File: src/rtl/serial_mag_comp.sv
// rtl/serial_mag_comp.sv - LSB-first bit-serial magnitude comparator with one-hot L/E/G; SIGNED_CMP_EN selects two's complement
module serial_mag_comp #(
  parameter int WIDTH = 8
) (
  input  logic             clk,
  input  logic             reset,
  input  logic             start,
  input  logic [WIDTH-1:0] a_in,
  input  logic [WIDTH-1:0] b_in,
  output logic             busy,
  output logic             done,
  output logic             L,
  output logic             E,
  output logic             G
);

  localparam int CW = $clog2(WIDTH);
  localparam logic [CW-1:0] LAST = CW'(WIDTH - 1);

  typedef enum logic [1:0] {IDLE, RUN, DONE} state_t;

  state_t           state, state_nxt;
  logic [WIDTH-1:0] a_sr, b_sr;
  logic [CW-1:0]    cnt;
  logic             wl, we, wg;
  logic             nl, ne, ng;
  logic             load;
  logic             last;
  logic             bit_gt, bit_lt;

  assign last = (cnt == LAST);

  // Next-state decode; a load happens on any accepted start, including straight out of DONE
  always_comb begin
    state_nxt = state;
    load      = 1'b0;
    busy      = 1'b0;
    done      = 1'b0;
    case (state)
      IDLE: begin
        if (start) begin
          load      = 1'b1;
          state_nxt = RUN;
        end
      end
      RUN: begin
        busy = 1'b1;
        if (last) state_nxt = DONE;
      end
      DONE: begin
        done = 1'b1;
        if (start) begin
          load      = 1'b1;
          state_nxt = RUN;
        end else begin
          state_nxt = IDLE;
        end
      end
      default: state_nxt = IDLE;
    endcase
  end

  // Resolve the current bit pair; a differing bit overrides whatever the lower bits decided
  always_comb begin
    nl     = wl;
    ne     = we;
    ng     = wg;
    bit_gt = a_sr[0] & ~b_sr[0];
    bit_lt = ~a_sr[0] & b_sr[0];
`ifdef SIGNED_CMP_EN
    // The sign bit carries negative weight, so its ordering is reversed
    if (last) begin
      bit_gt = ~a_sr[0] & b_sr[0];
      bit_lt = a_sr[0] & ~b_sr[0];
    end
`endif
    if (bit_gt) begin
      nl = 1'b0;
      ne = 1'b0;
      ng = 1'b1;
    end else if (bit_lt) begin
      nl = 1'b1;
      ne = 1'b0;
      ng = 1'b0;
    end
  end

  // State, datapath and result registers; outputs only update on the final bit
  always_ff @(posedge clk) begin
    if (reset) begin
      state <= IDLE;
      a_sr  <= '0;
      b_sr  <= '0;
      cnt   <= '0;
      wl    <= 1'b0;
      we    <= 1'b0;
      wg    <= 1'b0;
      L     <= 1'b0;
      E     <= 1'b0;
      G     <= 1'b0;
    end else begin
      state <= state_nxt;
      if (load) begin
        a_sr <= a_in;
        b_sr <= b_in;
        cnt  <= '0;
        wl   <= 1'b0;
        we   <= 1'b1;
        wg   <= 1'b0;
      end else if (state == RUN) begin
        a_sr <= {1'b0, a_sr[WIDTH-1:1]};
        b_sr <= {1'b0, b_sr[WIDTH-1:1]};
        wl   <= nl;
        we   <= ne;
        wg   <= ng;
        if (last) begin
          L <= nl;
          E <= ne;
          G <= ng;
        end else begin
          cnt <= cnt + CW'(1);
        end
      end
    end
  end

endmodule

File: config.mk
export PLATFORM = sky130hd
export DESIGN_NAME = serial_mag_comp
export DESIGN_NICKNAME = d
export VERILOG_FILES = /design/src/rtl/serial_mag_comp.sv
export SDC_FILE = /design/constraint.sdc
export NUM_CORES = 1
export LEC_CHECK = 0
export BUFFER_PORTS_ARGS = -buffer_cell sky130_fd_sc_hd__buf_4
export CELL_PAD_IN_SITES_DETAIL_PLACEMENT = 1
export CELL_PAD_IN_SITES_GLOBAL_PLACEMENT = 2
export CORE_MARGIN = 2
export CORE_UTILIZATION = 28
export DETAILED_ROUTE_END_ITERATION = 8
export PLACE_DENSITY_LB_ADDON = 0.1
export SYNTH_ARGS = -nofsm -noshare
export SYNTH_HDL_FRONTEND = slang
export SYNTH_SLANG_ARGS = --single-unit
export TNS_END_PERCENT = 30
File: constraint.sdc
create_clock -name clk -period 1.15 [get_ports clk]
set_input_delay 0.23 -clock clk [delete_from_list [all_inputs] [get_ports clk]]
set_output_delay 0.23 -clock clk [all_outputs]
set_load 0.05 [all_outputs]
==> qor.txt, run 1 <==
PortBufs - 23
Root Driver - clkbuf_8
HP Class - input port to register
Commonest non-fill, non-tap cell in the layout - buf_4
Finished Cell Area - 1732 um2
Synth unique cells - 27
First-pass GRT wire length - 5444 um
Pre-antenna DRT Iters - 4
Mapped Area - 1204 um2
Number of global-route vias before repair - 1141
CTS Buf Count - 3
Crit path buffers/inverters - 2
Floorplan core area - 4058 um2
Final nets - 197
Placer Congestion - 0.7499
Worst slew margin - 0.7883
Pwr per Cell Area - 1153 nW/um2
Clk_lat worst skew - 0.27 ns
Max Cap Viol - 0
Boundary pin count - 24
Status - finished, violations left
Dominant synthesized flop cell - dfxtp_1
Post-DRT Antenna Nets - 0
Starting Density - 0.2966
Final setup fails - 17
Vias - 1114
Leak - 0.6615 nW
Tot GR Track Use - 0.1401
Mean post-synth cell area - 8.982 um2
Ant. Diodes - 0
Post-synth EDFFs - 0
Initial antenna violation count - 0
Most frequent CP cell - buf_6
Detailed Route WL - 3304 um
Largest delay share family, worst path - flip-flops
Kind of critical path - register to primary output
Placed instance area - 1529 um2
CTS tree - done
CP Capture Type - primary output
Setup ws final - -0.1571 ns
Post-Synthesis Net Count - 155
DR WL/cell - 14.68 um
Synth warn - 0
Die width - 69.57 um
Final Skew - 0.002682 ns
Startpoint Class - register
Largest net degree at the start of global routing - 25
Num Clock Sinks - 27
Max Clk Rate - 0.7650 GHz
Arrival time worst endpoint - 1.08 ns
Crit path max-delay cell type - dfxtp_2
Final Max Slew Viols - 0
Final Util - 0.4268
Final min period - 1.307 ns
DRC Markers - 0
Net Sw Power - 0.5396 mW
Synthesis-to-layout area growth - 43.87%
Cts hold-fix bufs - 0
HPWL after DPL - 2176 um
DIE AREA - 4839 um2
TNS Setup - -1.267 ns
Fraction of registers with async set/reset - 0
VDD IR max - 0.0004513 V
GRT overflow - 0
Post-Synthesis Cells - 134
Vias per cell - 4.951
Slowest stage delay, CP - 0.34 ns
Share of cells above drive strength 1 - 0.4286
Period utilisation layout - 1.137
Sequential share of power - 0.513
Cell Rows - 23
Switching Share - 0.2703
FF+latch count, synth - 27
Number of DRC markers in iteration 0 - 36
Combinational Power Share - 0.215
Seq/Total Area, Yosys - 0.4491
Unrepaired setup endpoints after global routing - true
Power consumption - 1.997 mW
Die height - 69.57 um
CTS HTree Levels - 1
Failing checks - negative setup slack
Crit path required time - 0.92 ns
Int Pwr - 1.457 mW
Max clock buf depth - 2
CP max FO - 3
Clock slew at reported path FFs - 0.09 ns
Most frequent cells in the layout - 39 x buf_4, 24 x dfxtp_1, 17 x a21oi_1, 16 x nand2_1, 11 x nand3_1
Least-Margin Pin Slew - 0.3173 ns
Final hold viol count - 0
Clock power share - 0.273
Critical path cell sequence - buf_6 > and2b_1 > buf_6
[metrics by stage]
stage | setup slack [ns] | hold slack, ns | std cells
after floorplan | -0.02498 | 0.3660 | 134
after global placement | -0.04127 | 0.4517 | 215
after detailed placement | -0.09540 | 0.4609 | 215
after CTS | -0.1672 | 0.1946 | 225
after global routing | -0.2009 | 0.1887 | 225
final | -0.1571 | 0.2017 | 225
[layout make-up]
type                            count  area (um2)
Clock buffer                        4       45.04
Fill cell                         473        2326
Inverter                            5       26.28
Multi-Input combinational cell     93       669.4
Sequential cell                    27       544.3
Tap cell                           50       62.56
Timing Repair Buffer               46       384.1
[routing by layer]
layer / track usage / part of all wire / up-vias
li1: - / - / 557
met3: 0.02326 / 0.051 / 4
met1: 0.1807 / 0.44 / 525
met2: 0.2404 / 0.50 / 28
met4: 0.03922 / 0.0076 / 0
met5: 0 / 0 / -
[synthesized netlist by cell type, types with 2 or more instances]
cell type   n  share of area
inv_1       4          0.012
a22oi_1     8          0.050
a21oi_1    18          0.075
o21a_1      2          0.012
clkbuf_1    2         0.0062
buf_6       3          0.028
maj3_1      2          0.017
xnor2_1     2          0.015
nor2_1     10          0.031
and2b_1     2          0.012
buf_2       3          0.012
a311oi_1    3          0.022
nand2b_4    2          0.023
o21ai_0     5          0.021
nand2_1    17          0.053
a311oi_2    3          0.037
nand3_1    11          0.046
dfxtp_1    27           0.45
ha_1        2          0.021
[power groups by stage]
stage,clock network [mW],logic [mW],registers [mW]
after floorplan,0,0.219,1.04
after global placement,0,0.341,1.04
after detailed placement,0,0.351,1.04
after CTS,0.573,0.402,1.02
after global routing,0.623,0.468,1.03
final,0.545,0.428,1.02
[kinds of logic (layout without fill, tap and decap cells)]
logic type                 Yosys count  after routing  share of synthesized area
AOI/OAI and AO/OA                   40             40                     0.2235
xor gates and xnor gates             2              2                    0.01456
adders and majority gates            4              4                    0.03742
buffers and inverters               14             55                    0.07692
DFF                                 27             27                     0.4491
and+or+nand+nor                     47             47                     0.1986
[flip-flops by register name, indices dropped and copies added (netlist names)]
register,flops
E,1
G,1
L,1
a_sr,8
b_sr,8
cnt,3
state,2
we,1
wg,1
wl,1
[worst reg2reg max path, cell delays in order, from the launching register on]
cell and delay, ns:
dfxtp_2 0.35, ha_4 0.16, ha_4 0.17, nor3b_4 0.28, xnor2_1 0.15, nor2_1 0.05
[path summary, 6_finish.rpt]
| path | cells after the start | from | endpoint | slack, ns |
|---|---|---|---|---|
| max | 3 | state[0] | done | -0.16 |
| min reg2reg | 2 | a_sr[6] | a_sr[6] | 0.47 |
| min | 3 | b_in[7] | b_sr[7] | 0.20 |
| max reg2reg | 5 | cnt[1] | cnt[0] | -0.10 |
[repair_timing]
| action | 4_1_cts | 5_1_grt |
|---|---|---|
| hold endpoints to repair | 0 | 0 |
| buffers inserted | 6 | 0 |
| resized for setup | 17 | 13 |
| pin swaps | 11 | 12 |
| setup endpoints to repair | 25 | 28 |
Power figures use the tool's default switching activity.
==> run 2: changes to the inputs <==
==> constraint.sdc (replaced) <==
create_clock -name clk -period 1.15 [get_ports clk]
set_input_delay 0.345 -clock clk [delete_from_list [all_inputs] [get_ports clk]]
set_output_delay 0.345 -clock clk [all_outputs]
set_load 0.05 [all_outputs]
==> run 2 against run 1 <==
Compared with the run above:
- the flow still finishes with violations (negative setup slack)
- sequential power hardly changed
- final cell count unchanged
- worst setup slack worse by 0.061 ns
- sequential share of layout area is 0.092 points higher
- global-route usage is 0.92 points higher
- combinational power down 1%
- design area up 1.1%
- register-to-register slack worse by 0.02 ns
- via count decreased by 1.8%
- hold slack better by 0.11 ns
==> qor.txt, run 2 (same netlist as run 1, synthesis figures left out) <==
Status - finished, violations left
Failing checks - negative setup slack
Finished Cell Area - 1750 um2
First-pass GRT wire length - 5713 um
Number of DRC markers in iteration 0 - 61
Worst hold slack - 0.3088 ns
Startpoint Class - register
Placed instance area - 1564 um2
Setup ws final - -0.2178 ns
Worst Reg-to-Reg Cells - 5
Largest net degree at the start of global routing - 16
Flop-to-flop setup slack - -0.12 ns
Post-DRT Antenna Nets - 0
DR WL/cell - 15.11 um
Least-Margin Pin Slew - 0.2749 ns
Number of global-route vias before repair - 1214
Ant. Diodes - 0
TNS Setup - -0.9363 ns
Initial antenna violation count - 0
Final setup fails - 15
Max clock buf depth - 2
Die width - 69.57 um
Max Cap Viol - 0
# fillers - 473
Largest regs - a_sr (8), b_sr (8), cnt (3)
Final Skew - 0.008835 ns
Leak - 0.6609 nW
Root Driver - clkbuf_8
Crit path required time - 0.81 ns
Period utilisation layout - 1.189
Synthesis-to-layout area growth - 45.43%
Worst setup path endpoint - done
VDD IR max - 0.0006005 V
Cts hold-fix bufs - 0
Detailed Route WL - 3399 um
CP max FO - 3
DIE AREA - 4839 um2
PortBufs - 23
Cell Rows - 23
Max Clk Rate - 0.7311 GHz
Starting Density - 0.2966
CP Capture Type - primary output
Floorplan core area - 4058 um2
Tot GR Track Use - 0.1493
CTS HTree Levels - 1
Pwr per Cell Area - 1156 nW/um2
Share of cells above drive strength 1 - 0.4686
Commonest non-fill, non-tap cell in the layout - buf_4
Boundary pin count - 24
Final hold viol count - 0
CTS Buf Count - 3
Unrepaired setup endpoints after global routing - true
Clk_lat worst skew - 0.29 ns
Final Max Slew Viols - 0
CP startpoint - state[0]
Final min period - 1.368 ns
Pre-antenna DRT Iters - 4
Die height - 69.57 um
Final nets - 197
Vias - 1094
Arrival time worst endpoint - 1.02 ns
Clock slew at reported path FFs - 0.09 ns
Reg-to-Reg Start - cnt[1]
Placer Congestion - 0.7332
Num Clock Sinks - 27
DRC Markers - 0
Vias per cell - 4.862
GRT overflow - 0
Worst slew margin - 0.8165
CTS tree - done
Most frequent cells in the layout - 35 x buf_4, 20 x dfxtp_1, 16 x nand2_1, 15 x a21oi_1, 11 x nand3_1
Reg-to-Reg End - cnt[0]
HP Class - input port to register
HPWL after DPL - 2417 um
Kind of critical path - register to primary output
[run 2: power by group]
part | switching (mW) | internal, mW | leakage (nW)
registers | 0.0381 | 0.989 | 0.225
clock network | 0.329 | 0.244 | 0.0255
logic | 0.206 | 0.218 | 0.411
total | 0.573 | 1.45 | 0.661
[run 2: layer usage]
layer  share of wire  GRT usage  vias up  routed length, um
met5               0          0        -                  0
met3           0.038    0.03198        5                129
met1            0.44     0.1729      510               1491
met2            0.51     0.2692       25               1730
li1                -          -      554                  -
met4           0.014    0.05229        0                 48
[run 2: through the flow]
stage	util	setup slack, ns	total power, mW	cells
floorplan	-	-0.02758	1.256	134
global placement	0.3854	-0.08903	1.403	218
detailed placement	0.3854	-0.1689	1.414	218
CTS	0.4203	-0.2299	2.033	224
global route	0.4314	-0.2573	2.141	225
finish	0.4314	-0.2178	2.024	225
[run 2: area by class of cell]
class,count,area (um2),area share
Multi-Input combinational cell,94,676.9,0.3867
Inverter,5,21.27,0.01215
Timing Repair Buffer,45,391.6,0.2237
Clock buffer,3,41.29,0.02359
Sequential cell,27,551.8,0.3152
Clock inverter,1,5.005,0.002859
Tap cell,50,62.56,0.03574
[run 2: timing repair]
action	in CTS	in global routing
gates resized for setup	25	11
pin swaps	15	12
endpoints found under the hold margin	0	0
cloned	0	1
buffers inserted	2	1
setup endpoints to repair	29	30
[run 2: worst min path at each step]
stage | start | end | cells after the start
after floorplan | wl | wl | 2
final | b_in[7] | b_sr[7] | 3
after global routing | b_in[7] | b_sr[7] | 3
after CTS | b_in[7] | b_sr[7] | 3
after global placement | E | E | 2
after detailed placement | E | E | 2
[run 2: critical path: stages, from the launching register on]
cell     delay, ns
dfxtp_4       0.38
and2b_2       0.22
buf_6         0.15
==> run 3: changes to the inputs <==
--- a/config.mk
+++ b/config.mk
@@ -15,4 +15,3 @@
 export SYNTH_ARGS = -nofsm -noshare
 export SYNTH_HDL_FRONTEND = slang
 export SYNTH_SLANG_ARGS = --single-unit
-export TNS_END_PERCENT = 30
==> run 3 against run 2 <==
Compared with the run above:
- the run still ends with negative setup slack left
- total power increased by 1.7%
- final cell count increased by 0.89%
- clock power decreased by 0.9%
- critical path depth unchanged
- worst setup slack got worse by 0.00075 ns
- global-route usage increased by 0.39 points
- largest cell class unchanged
- highest routed layer unchanged
==> qor.txt, run 3 (same netlist as run 1, synthesis figures left out) <==
Share of cells above drive strength 1 - 0.5198
Switching Share - 0.2837
VDD IR max - 0.0006005 V
Num Clock Sinks - 27
Finished Cell Area - 1836 um2
Setup ws final - -0.2185 ns
Pwr per Cell Area - 1122 nW/um2
Final Skew - 0.006416 ns
Critical path cell sequence - and2b_2 > buf_6
HPWL after DPL - 2417 um
Dpl ws - -0.1689 ns
Sequential share of power - 0.500
Slowest stage delay, CP - 0.38 ns
Period utilisation layout - 1.190
Largest delay share family, worst path - flip-flops
Arrival time worst endpoint - 1.02 ns
TNS Setup - -1.096 ns
Tot GR Track Use - 0.1533
Root Driver - clkbuf_8
Worst hold stages - 2
Die width - 69.57 um
Starting Density - 0.2966
Leak - 0.6991 nW
DRC Markers - 0
Vias per cell - 4.841
Synthesis-to-layout area growth - 52.49%
Crit path buffers/inverters - 1
CTS HTree Levels - 1
Flop-to-flop setup slack - -0.11 ns
Placer Congestion - 0.7332
First-pass GRT wire length - 5871 um
Final nets - 199
CTS Buf Count - 3
Power consumption - 2.059 mW
DR WL/cell - 15.29 um
Worst slew margin - 0.8162
Min-Delay Startpoint - reset
Max clock buf depth - 2
Kind of critical path - register to primary output
Hold EP - b_sr[0]
Non-filler instance count after layout - 227
Cell Rows - 23
Pre-antenna DRT Iters - 4
Detailed Route WL - 3470 um
Unrepaired setup endpoints after global routing - true
Crit path max-delay cell type - dfxtp_4
Status - finished, violations left
Final hold viol count - 0
Final Util - 0.4524
Placed instance area - 1564 um2
Die height - 69.57 um
# fillers - 466
HP Class - input port to register
Max Clk Rate - 0.7307 GHz
Reg-to-Reg End - cnt[0]
PortBufs - 23
Final Max Slew Viols - 0
Initial antenna violation count - 0
Worst hold slack - 0.3064 ns
Int Pwr - 1.475 mW
Final min period - 1.369 ns
Largest net degree at the start of global routing - 16
CP max FO - 3
Crit path required time - 0.81 ns
Failing checks - negative setup slack
Floorplan core area - 4058 um2
CTS tree - done
Number of global-route vias before repair - 1232
Commonest non-fill, non-tap cell in the layout - buf_4
Post-DRT Antenna Nets - 0
Clock power share - 0.276
Net Sw Power - 0.5840 mW
Vias - 1099
Most frequent cells in the layout - 33 x buf_4, 20 x dfxtp_1, 13 x a21oi_1, 13 x nand2_1, 11 x nand3_1
Combinational Power Share - 0.224
Least-Margin Pin Slew - 0.2748 ns
CP Capture Type - primary output
Worst Reg-to-Reg Cells - 5
Max Cap Viol - 0
DIE AREA - 4839 um2
Placed Cells - 218
Final setup fails - 16
Largest regs - a_sr (8), b_sr (8), cnt (3)
Ant. Diodes - 0
GRT overflow - 0
Startpoint Class - register
Clock slew at reported path FFs - 0.10 ns
Reg-to-Reg Start - cnt[1]
Clk_lat worst skew - 0.28 ns
Boundary pin count - 24
Number of DRC markers in iteration 0 - 67
## run 3: area by class of cell
cell class	count	area, um2	share of cell area
clock buffers	3	41.29	0.02249
clock inverters	1	5.005	0.002727
inverters	5	21.27	0.01159
multi-input cells	94	714.4	0.3892
flip-flops and latches	27	551.8	0.3006
well taps	50	62.56	0.03408
repair buffers	47	439.2	0.2393
## run 3: what timing repair did
action,CTS,global route
pin swaps,25,12
gates cloned,1,1
hold buffers,0,0
gates resized for setup,34,16
setup buffers,3,1
endpoints found under the setup margin,29,30
## run 3: routing by layer
metal / vias to the layer above / GRT usage / share of wire
met4: 0 / 0.05229 / 0.014
met3: 5 / 0.03198 / 0.031
li1: 561 / - / -
met2: 19 / 0.2756 / 0.52
met5: - / 0 / 0
met1: 514 / 0.1791 / 0.44
## run 3: worst register-to-register path: stages (launching register included)
cell     delay [ns]
dfxtp_2        0.35
ha_4           0.16
ha_4           0.16
nor3b_4        0.27
xnor2_1        0.16
nor2_1         0.05
## run 3: worst max path at each step
stage,endpoint,slack [ns],cells after the start,start
finish,done,-0.22,2,state[0]
global route,done,-0.26,2,state[0]
CTS,done,-0.23,2,state[0]
detailed placement,L,-0.17,5,cnt[1]
global placement,G,-0.09,5,cnt[1]
floorplan,cnt[0],-0.03,5,cnt[1]
## run 3: power by group through the flow
stage               registers (mW)  logic (mW)  clock network, mW
floorplan                     1.04       0.219                  0
global placement              1.05       0.358                  0
detailed placement            1.05       0.366                  0
CTS                           1.03       0.431              0.598
global route                  1.04       0.506              0.638
finish                        1.03       0.461              0.568
